`src/rtl/e203_cg_sched.sv`:
```
// e203_cg_sched
//
// Clock-gating scheduler for the core's gated clock domains. Produces one
// clock enable per domain for the clock-gate cells, each with a programmable
// idle hysteresis, and sequences WFI sleep entry/exit for the fetch domain.
//
// Ports:
//   clk        in          core clock (ungated)
//   rst        in          synchronous active-high reset
//   cgstop     in          mcgstop CSR bit; forces every enable high
//   hold_cfg   in  HOLD_W  idle cycles a domain keeps its clock after activity drops
//   dom_active in  NDOM    per-domain activity (bit 0 = fetch domain)
//   dom_clk_en out NDOM    per-domain clock enable
//   sleep_req  in          WFI committed (level)
//   wake_evt   in          wake source: interrupt or debug request (level)
//   sleep_ack  out         core is asleep (registered)
//   all_idle   out         no domain active and every hysteresis counter zero

module e203_cg_sched #(
  parameter int NDOM   = 4,
  parameter int HOLD_W = 4
) (
  input  logic              clk,
  input  logic              rst,
  input  logic              cgstop,
  input  logic [HOLD_W-1:0] hold_cfg,
  input  logic [NDOM-1:0]   dom_active,
  output logic [NDOM-1:0]   dom_clk_en,
  input  logic              sleep_req,
  input  logic              wake_evt,
  output logic              sleep_ack,
  output logic              all_idle
);

  typedef enum logic [1:0] {
    ST_RUN   = 2'd0,
    ST_DRAIN = 2'd1,
    ST_SLEEP = 2'd2,
    ST_WAKE  = 2'd3
  } state_e;

  state_e            state_q, state_d;
  logic              sleep_ack_q, sleep_ack_d;
  logic [HOLD_W-1:0] cnt_q [NDOM];
  logic [HOLD_W-1:0] cnt_d [NDOM];
  logic [NDOM-1:0]   cnt_nz;

  // Sleep sequencing. A wake event always wins over a pending sleep request,
  // and DRAIN only waits on the non-fetch domains' live activity.
  always_comb begin
    state_d = state_q;
    unique case (state_q)
      ST_RUN: begin
        if (sleep_req && !wake_evt) state_d = ST_DRAIN;
      end
      ST_DRAIN: begin
        if (wake_evt || !sleep_req)            state_d = ST_RUN;
        else if (dom_active[NDOM-1:1] == '0)   state_d = ST_SLEEP;
      end
      ST_SLEEP: begin
        if (wake_evt) state_d = ST_WAKE;
      end
      ST_WAKE: begin
        state_d = ST_RUN;
      end
      default: state_d = ST_RUN;
    endcase
    sleep_ack_d = (state_d == ST_SLEEP);
  end

  // Hysteresis counters. hold_cfg is only sampled on load so a reprogram
  // never disturbs a countdown already running. The fetch counter is
  // cleared while asleep and reloaded on wake so fetch gets a full hold
  // window after resuming.
  always_comb begin
    for (int i = 0; i < NDOM; i++) begin
      if (dom_active[i])        cnt_d[i] = hold_cfg;
      else if (cnt_q[i] != '0)  cnt_d[i] = cnt_q[i] - HOLD_W'(1);
      else                      cnt_d[i] = '0;
    end
    if (state_q == ST_SLEEP)     cnt_d[0] = '0;
    else if (state_q == ST_WAKE) cnt_d[0] = hold_cfg;
  end

  // Enables are combinational from registered counters plus live inputs so
  // a domain regains its clock in the same cycle it becomes active. The
  // sleep override on domain 0 beats activity and the counter, but not cgstop.
  always_comb begin
    for (int i = 0; i < NDOM; i++) begin
      cnt_nz[i]     = (cnt_q[i] != '0);
      dom_clk_en[i] = cgstop | dom_active[i] | cnt_nz[i];
    end
    if (state_q == ST_SLEEP)     dom_clk_en[0] = cgstop;
    else if (state_q == ST_WAKE) dom_clk_en[0] = 1'b1;
    all_idle = ~|dom_active & ~|cnt_nz;
  end

  // Counters reset to all-ones so every domain runs a full hold window
  // after reset regardless of hold_cfg.
  always_ff @(posedge clk) begin
    if (rst) begin
      state_q     <= ST_RUN;
      sleep_ack_q <= 1'b0;
      for (int i = 0; i < NDOM; i++) cnt_q[i] <= '1;
    end else begin
      state_q     <= state_d;
      sleep_ack_q <= sleep_ack_d;
      for (int i = 0; i < NDOM; i++) cnt_q[i] <= cnt_d[i];
    end
  end

  assign sleep_ack = sleep_ack_q;

endmodule

```
`config.mk`:
```
export PLATFORM = sky130hd
export DESIGN_NAME = e203_cg_sched
export DESIGN_NICKNAME = d
export VERILOG_FILES = /design/src/rtl/e203_cg_sched.sv
export SDC_FILE = /design/constraint.sdc
export NUM_CORES = 1
export LEC_CHECK = 0
export CAP_MARGIN = 10
export CORE_UTILIZATION = 45
export DETAILED_ROUTE_END_ITERATION = 8
export HOLD_SLACK_MARGIN = 0.08
export MAX_ROUTING_LAYER = met4
export PLACE_DENSITY = 0.71
export SETUP_SLACK_MARGIN = 0.05
export SYNTH_ARGS = -nofsm -noshare
export SYNTH_HDL_FRONTEND = slang
export SYNTH_SLANG_ARGS = --single-unit
```
`constraint.sdc`:
```
create_clock -name clk -period 2.15 [get_ports clk]
set_input_delay 0.3225 -clock clk [delete_from_list [all_inputs] [get_ports clk]]
set_output_delay 0.3225 -clock clk [all_outputs]
set_load 0.005 [all_outputs]
```
==> out/metrics.cfg <==
[global_routing]
first_global_vias = 835
busiest_layer = met2
grtUsageMet1_pct = 27.92
grt_max_degree = 17
antenna_found_initial = 0
grt_use_met3_pct = 3.396
grtUsageTotal_pct = 23.10
grt_first_pass_wirelength_mm = 3.601
overflow = 0
grt_util_met2_pct = 40.27

[timing]
worstMarginPinSlew_ps = 337.3
hold_viol = 0
slew_violations = 0
setup_viol = 0
setup_tns_ps = 0
setup_ws_ps = 104.6
post-route-period-util_pct = 95.14
grt_setup_unrepaired = true
finalClockSkew_ps = 3.725
fmax_ghz = 0.4889
relSlewSlack_pct = 77.49
min_period_ps = 2045

[outcome]
status = complete, no violations

[setup_path]
crit_buf_inv = 1
cpMaxStageDelayCell = or4_4
slowest_delay_ps = 540
crit_family = simple AND/OR/NAND/NOR gates
cp_max_fo = 5
crit_arrival_ps = 1720
critical_path_required_ps = 1830
crit_type = flop to output pin
cp_cell_sequence = or4_4 -> or3_1 -> clkbuf_2
startpoint_type = flop
end_kind = output pin

[cts]
clock_latency_ps = 290
postCtsSetupRepairBufs = 0
clkSinkCount = 19
h-tree-depth = 1
cts_tree = yes
hold_buffers = 0
root_buffer = clkbuf_4
clk_pin_slew_ps = 110
cts_buffers = 3
cts_buffer_depth = 2

[yosys]
yosysSeqAreaShare_pct = 40.64
synth_fa_ha_area_share_pct = 0
synth-simple-area-share_pct = 25.27
synth_cells = 115
synth.distinct_cells = 28
syn_area_sq_um = 935.9
syn_nets = 128
ys_warn_count = 0
synth_top_family_by_area = compound AO/OA/AOI/OAI gates
post_synth.cell_area_avg_sq_um = 8.138
synth_xor_area_share_pct = 0
synth_compound_area_share_pct = 29.14
synth-seq-cells = 19
muxShareOfSynthArea_pct = 1.203

[pwr]
seqPwrFrac_pct = 58.7
p_int_uw = 506.1
power_density_nw_per_um2 = 579.4
ir_drop_v = 0.0004275
switching_share_pct = 27.20
power_uw = 695.3
p_clk_share_pct = 26.1
combinationalPowerShare_pct = 15.2
power_leakage_nw = 0.4378
p_switching_uw = 189.1

[routing]
firstDrtPassIters = 4
vias = 963
viasPerCell = 5.836
ant_nets = 0
drc = 0
finalWirelength_mm = 2.301
drt_first_iter_violations = 33
routedWlPerCell_um = 13.95

[floorplan]
dieArea_sq_um = 2266
start_util_pct = 47.70
io-pin-count = 19
core_sq_um = 1962
placementRows = 16
die_y_um = 47.61
fp.dieW_um = 47.61

[placement]
gp_congestion = 0.7933
pre_cts_ws_ps = 5.901
port_buffers = 18
dp_hpwl_mm = 1.701
placed_area_sq_um = 1179

[finish]
nNetsFinal = 152
final_cell_mix = 16 x nor2_1, 16 x dfxtp_1, 15 x clkdlybuf4s50_1, 11 x a21oi_1
seq_area_sq_um = 386.6
areaGrowthSynthToFinish_pct = 28.21
fin_area_sq_um = 1200
multi_input_area_sq_um = 520.5
antenna_cells = 0
nFillCells = 200
postLayoutCoreUtil_pct = 61.16
drive_gt1_share_pct = 13.77

[worst_hold_path]
hold_class = flop to flop

[flow_run]
maxCapViolCount = 0

## power by group through the flow
stage / combinational, mW / sequential (mW) / clock [mW]
6_report: 0.106 / 0.408 / 0.182
5_1_grt: 0.117 / 0.413 / 0.206
4_1_cts: 0.106 / 0.407 / 0.189
3_5_place_dp: 0.105 / 0.415 / 0
3_3_place_gp: 0.102 / 0.413 / 0
2_1_floorplan: 0.0569 / 0.407 / 0
## repair_timing
action / 4_1_cts / 5_1_grt
setup endpoints to repair: 3 / 2
endpoints found under the hold margin: 0 / 0
pin swaps: 0 / 2
gates resized for setup: 7 / 4
## worst paths after layout
check | start | endpoint | slack [ps] | cells after the start
setup reg to reg | state_q[1]$_SDFF_PP0_ | state_q[0]$_SDFF_PP0_ | 760 | 3
hold reg to reg | cnt_q[3][1]$_SDFF_PP1_ | cnt_q[3][1]$_SDFF_PP1_ | 510 | 2
setup / recovery | cnt_q[1][0]$_SDFF_PP1_ | dom_clk_en[1] | 100 | 3
hold / removal | cnt_q[3][1]$_SDFF_PP1_ | cnt_q[3][1]$_SDFF_PP1_ | 510 | 2
## metrics by stage
| stage | cells | hold WS [ps] |
|---|---|---|
| 3_3_place_gp | 161 | 488.9 |
| 4_1_cts | 165 | 512.9 |
| 6_report | 165 | 514.0 |
| 3_5_place_dp | 161 | 494.0 |
| 2_1_floorplan | 115 | 424.8 |
| 5_1_grt | 165 | 541.9 |
## worst register-to-register path: stages (launching register included)
cell,delay (ps)
dfxtp_1,420
nor3b_1,340
or3b_2,470
o31ai_1,70
## kinds of logic (layout without fill, tap and decap cells)
logic type,Yosys count,in the layout
AOI/OAI and AO/OA,42,42
buffers and inverters,9,32
and+or+nand+nor,44,44
muxes,1,1
DFF,19,19
## cell type report
class,instances,share of cell area (%)
Multi-Input combinational cell,87,43.38
Sequential cell,19,32.22
Timing Repair Buffer,25,18.46
Tap cell,27,2.815
Clock buffer,4,2.190
Inverter,3,0.9385
## registers in the layout (all words and copies together), names as in the netlist
name and flops:
cnt_q 16, sleep_ack 1, state_q 2
## metal layers
metal,wire length (um),vias to the layer above
li1,-,483
met1,1043,452
met2,1127,26
met3,114,2
met4,17,0
met5,0,-
## synthesized netlist by cell type
library cell | number | area (sq um)
mux2_2 | 1 | 11.26
o31a_1 | 1 | 8.760
o41ai_1 | 1 | 8.760
nor4b_1 | 1 | 8.760
a21oi_1 | 11 | 55.05
clkbuf_1 | 5 | 18.77
a221o_1 | 2 | 20.02
buf_2 | 1 | 5.000
nor4_1 | 1 | 6.260
or3_1 | 2 | 12.51
nand4b_1 | 1 | 8.760
nor2b_1 | 1 | 6.260
o21a_1 | 1 | 7.510
nor2_1 | 16 | 60.06
nand2b_1 | 2 | 12.51
nor3b_1 | 4 | 30.03
dfxtp_1 | 19 | 380.4
o31ai_1 | 8 | 60.06
nand4_1 | 1 | 6.260
a31oi_1 | 6 | 37.54
nand3_1 | 3 | 15.01
inv_1 | 3 | 11.26
o311ai_0 | 4 | 35.03
o21ai_0 | 8 | 40.04
nor3_1 | 4 | 20.02
nand2_1 | 5 | 18.77
or3b_2 | 1 | 8.760
or4_4 | 2 | 22.52
Note: power is estimated with default switching activity, not from simulation.
